==> src/rtl/btb_next_pc.sv <==
// Direct-mapped BTB with 2-bit saturating counters and the next-PC select
// feeding the PC register; trains from EX resolutions.
module btb_next_pc #(
  parameter int ENTRIES = 16,
  parameter int IDX_W   = 4,
  parameter int TAG_W   = 26
) (
  input  logic        clk,
  input  logic        rst,
  input  logic [31:0] pc_in,
  input  logic        stall,
  input  logic        mispredict,
  input  logic [31:0] redirect_pc,
  input  logic        upd_valid,
  input  logic [31:0] upd_pc,
  input  logic        upd_taken,
  input  logic [31:0] upd_target,
  output logic [31:0] next_pc,
  output logic        pred_taken,
  output logic        pred_taken_q,
  output logic [31:0] stat_lookups,
  output logic [31:0] stat_mispredicts
);

  logic [ENTRIES-1:0]             r_valid;
  logic [ENTRIES-1:0][TAG_W-1:0]  r_tag;
  logic [ENTRIES-1:0][31:0]       r_target;
  logic [ENTRIES-1:0][1:0]        r_ctr;

  logic [IDX_W-1:0] w_lk_idx, w_up_idx;
  logic [TAG_W-1:0] w_lk_tag, w_up_tag;
  logic             w_lk_hit, w_up_hit;
  logic [1:0]       w_ctr_cur, w_ctr_nxt;

  assign w_lk_idx = pc_in[IDX_W+1:2];
  assign w_lk_tag = pc_in[31:IDX_W+2];
  assign w_lk_hit = r_valid[w_lk_idx] && (r_tag[w_lk_idx] == w_lk_tag);

  // Lookup sees pre-update contents; no bypass from a same-cycle update.
  assign pred_taken = w_lk_hit && r_ctr[w_lk_idx][1];

  always_comb begin
    next_pc = pc_in + 32'd4;
    if (mispredict)      next_pc = redirect_pc;
    else if (pred_taken) next_pc = r_target[w_lk_idx];
  end

  assign w_up_idx  = upd_pc[IDX_W+1:2];
  assign w_up_tag  = upd_pc[31:IDX_W+2];
  assign w_up_hit  = r_valid[w_up_idx] && (r_tag[w_up_idx] == w_up_tag);
  assign w_ctr_cur = r_ctr[w_up_idx];

  always_comb begin
    w_ctr_nxt = w_ctr_cur;
    if (upd_taken) begin
      if (w_ctr_cur != 2'b11) w_ctr_nxt = w_ctr_cur + 2'b01;
    end else begin
      if (w_ctr_cur != 2'b00) w_ctr_nxt = w_ctr_cur - 2'b01;
    end
  end

  always_ff @(posedge clk) begin
    if (rst) begin
      r_valid  <= '0;
      r_ctr    <= '0;
      r_tag    <= '0;
      r_target <= '0;
    end else if (upd_valid) begin
      if (w_up_hit) begin
        r_ctr[w_up_idx] <= w_ctr_nxt;
        if (upd_taken) r_target[w_up_idx] <= upd_target;
      end else if (upd_taken) begin
        // Miss on a taken branch: allocate weakly-taken, replacing any alias.
        r_valid[w_up_idx]  <= 1'b1;
        r_tag[w_up_idx]    <= w_up_tag;
        r_target[w_up_idx] <= upd_target;
        r_ctr[w_up_idx]    <= 2'b10;
      end
    end
  end

  always_ff @(posedge clk) begin
    if (rst) begin
      pred_taken_q     <= 1'b0;
      stat_lookups     <= '0;
      stat_mispredicts <= '0;
    end else begin
      if (mispredict)  pred_taken_q <= 1'b0;
      else if (!stall) pred_taken_q <= pred_taken;
      if (!stall)      stat_lookups     <= stat_lookups + 32'd1;
      if (mispredict)  stat_mispredicts <= stat_mispredicts + 32'd1;
    end
  end

endmodule

==> config.mk <==
export PLATFORM = sky130hd
export DESIGN_NAME = btb_next_pc
export DESIGN_NICKNAME = d
export VERILOG_FILES = /design/src/rtl/btb_next_pc.sv
export SDC_FILE = /design/constraint.sdc
export NUM_CORES = 2
export LEC_CHECK = 0
export BUFFER_PORTS_ARGS = -buffer_cell sky130_fd_sc_hd__buf_4
export CORE_MARGIN = 10
export CORE_UTILIZATION = 56
export CTS_CLUSTER_DIAMETER = 150
export DETAILED_ROUTE_END_ITERATION = 8
export PLACE_DENSITY = 0.85
export SYNTH_ARGS = -nofsm -noshare
export SYNTH_HDL_FRONTEND = slang
export SYNTH_SLANG_ARGS = --single-unit
export TNS_END_PERCENT = 5
==> constraint.sdc <==
create_clock -name clk -period 7.8 [get_ports clk]
set_clock_uncertainty 0.1 [all_clocks]
set_input_delay 2.34 -clock clk [delete_from_list [all_inputs] [get_ports clk]]
set_output_delay 2.34 -clock clk [all_outputs]
set_load 0.03 [all_outputs]
# --- Word level (Yosys, flattened, before mapping) ---
# Index checks and enable logic that the tools add are counted.
op_classes:
  add_sub_neg: 5
  mux: 32
  magnitude_cmp: 3
  reduce_logical: 10
  n_eq_ne: 3
  bitwise: 5
ops:
  columns: ["operator", "count"]
  rows:
  - ["bitwise mux 512 bit", 1]
  - ["bitwise mux 416 bit", 1]
  - ["binary-select mux 26 bit (select 4 bit)", 2]
  - ["2-to-1 mux 32 bit", 6]
  - ["binary-select mux 32 bit (select 4 bit)", 1]
  - ["demux 32 bit (select 4 bit)", 1]
  - ["demux 26 bit (select 4 bit)", 1]
  - ["2-to-1 mux 26 bit", 3]
  - ["adder 32 x 1 -> 32 bit (second input constant)", 2]
  - ["equality test 26 bit", 2]
  - ["adder 32 x 3 -> 32 bit (second input constant)", 1]
  - ["bitwise mux 32 bit", 1]
  - ["bitwise OR 16 bit", 2]
  - ["bitwise AND 16 bit", 1]
  - ["binary-select mux 2 bit (select 4 bit)", 2]
  - ["inverter 16 bit", 1]
  - ["2-to-1 mux 2 bit", 6]
  - ["< comparator 4 x 5 -> 1 bit (second input constant)", 2]
  - ["binary-select mux 1 bit (select 4 bit)", 2]
  - ["demux 2 bit (select 4 bit)", 1]
  - ["demux 1 bit (select 4 bit)", 1]
  - ["greater-or-equal comparator 4 x 1 -> 1 bit (second input constant)", 1]
  - ["logical AND 1 bit", 4]
  - ["AND reduction 2 bit", 2]
  - ["other kinds (8)", 11]
word_totals:
  reg_bits: 1041
  elab_cells: 110

# --- Logic depth before layout (Yosys ltp) ---
depth:
  word_depth: 8
  ltp_mapped: 16

# --- Least setup slack after synthesis ---
# No wires, ideal clock.
synth_path:
  kind: "input port to output port"
  startpoint: "in pc_in[3]"
  endpoint: "out next_pc[15]"
  required_time_ns: 5.360
  arrival_ns: 5.802
  cell_stages: 14
  path_slack_ns: -0.442
  cell_sequence: "buf_4 -> buf_4 -> buf_4 -> buf_2 -> mux4_2 -> a21oi_1 -> nor2_1 -> a22oi_1 -> o2111ai_1 -> nor3_1 -> nand4_1 -> buf_2 -> buf_2 -> a221oi_1"
synth_via:
  elab_chain_len: 7
  elab_cells_between_ends: 14
  cone_classes: "add/sub (1); eq/ne (1); mux (10); reduce/logical (2)"
synth_rtl:
  columns: ["element", "line", "rtl"]
  rows:
  - ["from (decl)", "10", "input logic [31:0] pc_in,"]
  - ["binary-select mux 26 bit (select 4 bit)", "37", "assign w_lk_hit = r_valid[w_lk_idx] && (r_tag[w_lk_idx] == w_lk_tag);"]
  - ["2-to-1 mux 26 bit (implied by the code)", "37", null]
  - ["equality test 26 bit", "37", null]
  - ["logical AND 1 bit", "37", null]
  - ["logical AND 1 bit", "40", "assign pred_taken = w_lk_hit && r_ctr[w_lk_idx][1];"]
  - ["2-to-1 mux 32 bit (*)", "45", "else if (pred_taken) next_pc = r_target[w_lk_idx];"]
  - ["2-to-1 mux 32 bit (*)", "44", "if (mispredict) next_pc = redirect_pc;"]
  - ["to (decl)", "18", "output logic [31:0] next_pc,"]
# Every way passes the cells marked *; elsewhere a longest branch is shown, timed or not. The select of a mux whose other input is x is not followed.

# --- Final worst setup path ---
layout_path:
  startpoint: "in pc_in[3]"
  endpoint: "out next_pc[31]"
# Same word-level chain as after synthesis.

==> results.py <==
metrics = {
    "status": {
        "status": "complete, but fails checks",
        "violations": "setup timing",
    },
    "grt": {
        "grt_pass1_vias": 45400,
        "grt_usage": 0.335,
        "grt_max_degree": 239,
        "grt_antenna_before_repair": 17,
        "gr-total-overflow": 0,
        "grt_pass1_wl_mm": 270,
    },
    "sta": {
        "rsz0062_at_grt": "yes",
        "slew_headroom": 0.163,
        "maxClockFrequency_mhz": 123,
        "whs_ps": 353,
        "fin_ws_ps": -356,
        "slew_viol_final": 0,
        "period_share": 1.05,
        "worstMarginPinSlew_ps": 1260,
        "setup_violations": 32,
        "min_period_ps": 8160,
        "hold_viol_final": 0,
    },
    "route": {
        "dr.first_iter.drc_count": 7453,
        "drc": 0,
        "num_vias": 46200,
        "wl_met1_mm": 61.4,
        "ant_nets": 0,
        "wl_per_cell_um": 26.6,
        "top_layer_used": "met5",
        "wl_met3_mm": 25.4,
        "wl_met2_mm": 79.9,
        "wirelength_mm": 182,
        "drt_first_pass_iters": 8,
        "routed_via_density": 6.76,
    },
    "critical_path": {
        "path_class": "input pin to primary output",
        "arrival_ps": 5720,
        "startpoint_type": "input pin",
        "end_kind": "primary output",
        "worst-path-max-fanout": 14,
        "worst_ep_required_time_ps": 5360,
    },
    "synthesis": {
        "yosysSeqAreaShare": 0.406,
        "synth_seq_cells": 1041,
        "synth_nets": 5664,
        "yosysTopAreaCellShare": 0.406,
        "async_reset_ff_frac": 0,
        "synth.avg_cell_area_um2": 9.29,
        "synth_area_leaders": "dfxtp_1, mux4_2, mux2i_1",
        "synthTopCellsByCount": "nand2_1, dfxtp_1, a21oi_1",
        "syn_inst": 5527,
        "yosysUniqueCellTypes": 84,
        "yosys_warnings": 0,
        "synth_top_cell_by_area": "dfxtp_1",
        "syn-cell-area_mm2": 0.0514,
        "ys.flop_type": "dfxtp_1",
        "yosysMostFrequentCell": "nand2_1",
        "synth_edf_count": 0,
    },
    "place": {
        "place_congestion": 1.00,
        "portBuffers": 229,
        "place_ws_ps": -356,
        "dp.final_hpwl_mm": 110,
    },
    "pwr": {
        "combPwrFrac": 0.088,
        "p_int_mw": 8.68,
        "clock_power_share": 0.450,
        "power_switching_mw": 2.97,
        "pwr-share-seq": 0.462,
        "pwr_density_cell_mw_per_mm2": 199,
        "vdd_ir_drop_max_mv": 0.181,
        "total_power_mw": 11.6,
        "leakagePower_nw": 23.7,
        "switching_share": 0.255,
    },
    "clock_tree": {
        "htree_levels": 3,
        "cts_sinks": 1041,
        "cts_buffer_depth": 3,
        "insertion_delay_ps": 750,
        "cts_tree": "done",
        "clkTransAtPathRegs_ps": 50,
        "cts_buffers": 105,
        "cts-root-buf": "clkbuf_16",
    },
    "die": {
        "die_area_mm2": 0.104,
        "die_h_um": 323,
        "core_area_mm2": 0.0914,
        "io_pins": 232,
        "die_w_um": 323,
        "std_cell_rows": 111,
        "start_util": 0.562,
    },
    "cells_and_area": {
        "drive_gt1_frac": 0.195,
        "multi_input_area_mm2": 0.0284,
        "final_util": 0.639,
        "nets": 5689,
        "ff_latch_area_mm2": 0.0208,
        "fillers": 6888,
        "area_growth_pct": 13.7,
    },
    "hold_path": {
        "hp-class": "flop to flop",
    },
    "job": {
        "drv_cap": 0,
    },
}
-- per-layer routing --
layer,up-vias,track usage
met3,1099,0.112
met4,24,0.237
met2,3622,0.508
met1,22100,0.397
li1,19400,-
met5,-,0.00803
-- state kept, by name, indices dropped and copies added (netlist names) --
name	count
r_tag	416
r_target	512
r_ctr	32
r_valid	16
stat_lookups	32
pred_taken_q	1
stat_mispredicts	32
-- per-stage QoR --
stage | std cells | TNS (ps) | instance area, µm²
floorplan | 5527 | -3340 | 51400
global placement | 6626 | -9050 | 54500
detailed placement | 6626 | -8140 | 54500
CTS | 6827 | -4010 | 58300
global route | 6830 | -9370 | 58400
finish | 6836 | -6640 | 58400
-- layout by cell type, fill, tap and decap left out, types with 12 or more instances in the layout --
master / synthesis / routed
a211oi_1: 22 / 21
a21boi_0: 53 / 53
a21oi_1: 550 / 550
a22o_1: 16 / 16
a22oi_1: 23 / 22
a311oi_1: 16 / 16
and3_1: 54 / 54
buf_12: 0 / 27
buf_4: 59 / 423
clkbuf_1: 386 / 22
clkbuf_16: 0 / 106
clkbuf_8: 0 / 26
clkinv_2: 0 / 24
dfxtp_1: 1041 / 1041
inv_1: 38 / 38
mux2_2: 56 / 54
mux2i_1: 514 / 506
mux4_1: 13 / 13
mux4_2: 311 / 311
nand2_1: 1172 / 1158
nand2_2: 0 / 14
nand3_1: 42 / 42
nand4_1: 34 / 34
nor2_1: 501 / 482
nor2_4: 0 / 16
nor2b_1: 14 / 13
nor3_1: 49 / 48
o211a_1: 18 / 18
o21a_1: 54 / 54
o21ai_0: 62 / 44
o22ai_1: 41 / 40
o31ai_4: 0 / 14
or3_1: 12 / 12
xnor2_1: 53 / 52
xor2_1: 73 / 71
-- power by group through the flow --
stage | clock [mW] | combinational [mW] | sequential [mW]
6_report | 5.24 | 1.02 | 5.38
5_1_grt | 5.45 | 1.05 | 5.38
4_1_cts | 5.22 | 0.975 | 5.38
3_5_place_dp | 0 | 0.959 | 5.50
3_3_place_gp | 0 | 0.948 | 5.50
2_1_floorplan | 0 | 0.605 | 5.50
-- kinds of logic after synthesis --
family	Yosys count	share of synthesized area
AO/OA/AOI/OAI	940	0.110
XOR/XNOR	126	0.0215
adder cells (fa/ha/maj)	4	0.000926
buffers and inverters	587	0.0526
flip-flops	1041	0.406
multiplexers	896	0.256
AND/OR/NAND/NOR	1933	0.153
-- cell type report --
class                   count  area share
diodes                      9    0.000386
clock buffers             154      0.0530
clock inverters            42     0.00805
inverters                  41     0.00268
multi-input cells        3899       0.485
flip-flops and latches   1041       0.357
well taps                1186      0.0254
repair buffers            464      0.0683
-- what timing repair did --
action / in CTS / in global routing
pin swaps: 1 / 1
cloned: 1 / 0
hold buffers: 0 / 0
gates resized for setup: 22 / 26
setup buffers: 4 / 0
endpoints found under the setup margin: 32 / 33
-- worst max-delay path, stage by stage --
cell,delay (ps)
buf_16,160
buf_12,170
nor2b_1,400
a22o_1,230
nor3_1,50
or3_1,390
o32a_1,420
and4b_1,260
nand4_1,160
buf_12,210
mux2i_1,490
o21ai_0,180
buf_4,210
-- final timing paths --
kind / cells past startpoint / slack, ps / start / end
min reg2reg: 2 / 350 / r_target[490] / r_target[490]
max reg2reg: 10 / 3680 / r_tag[275] / r_ctr[2]
max: 13 / -360 / pc_in[3] / next_pc[31]
min: 2 / 350 / r_target[490] / r_target[490]
(Power assumes the default switching activity.)
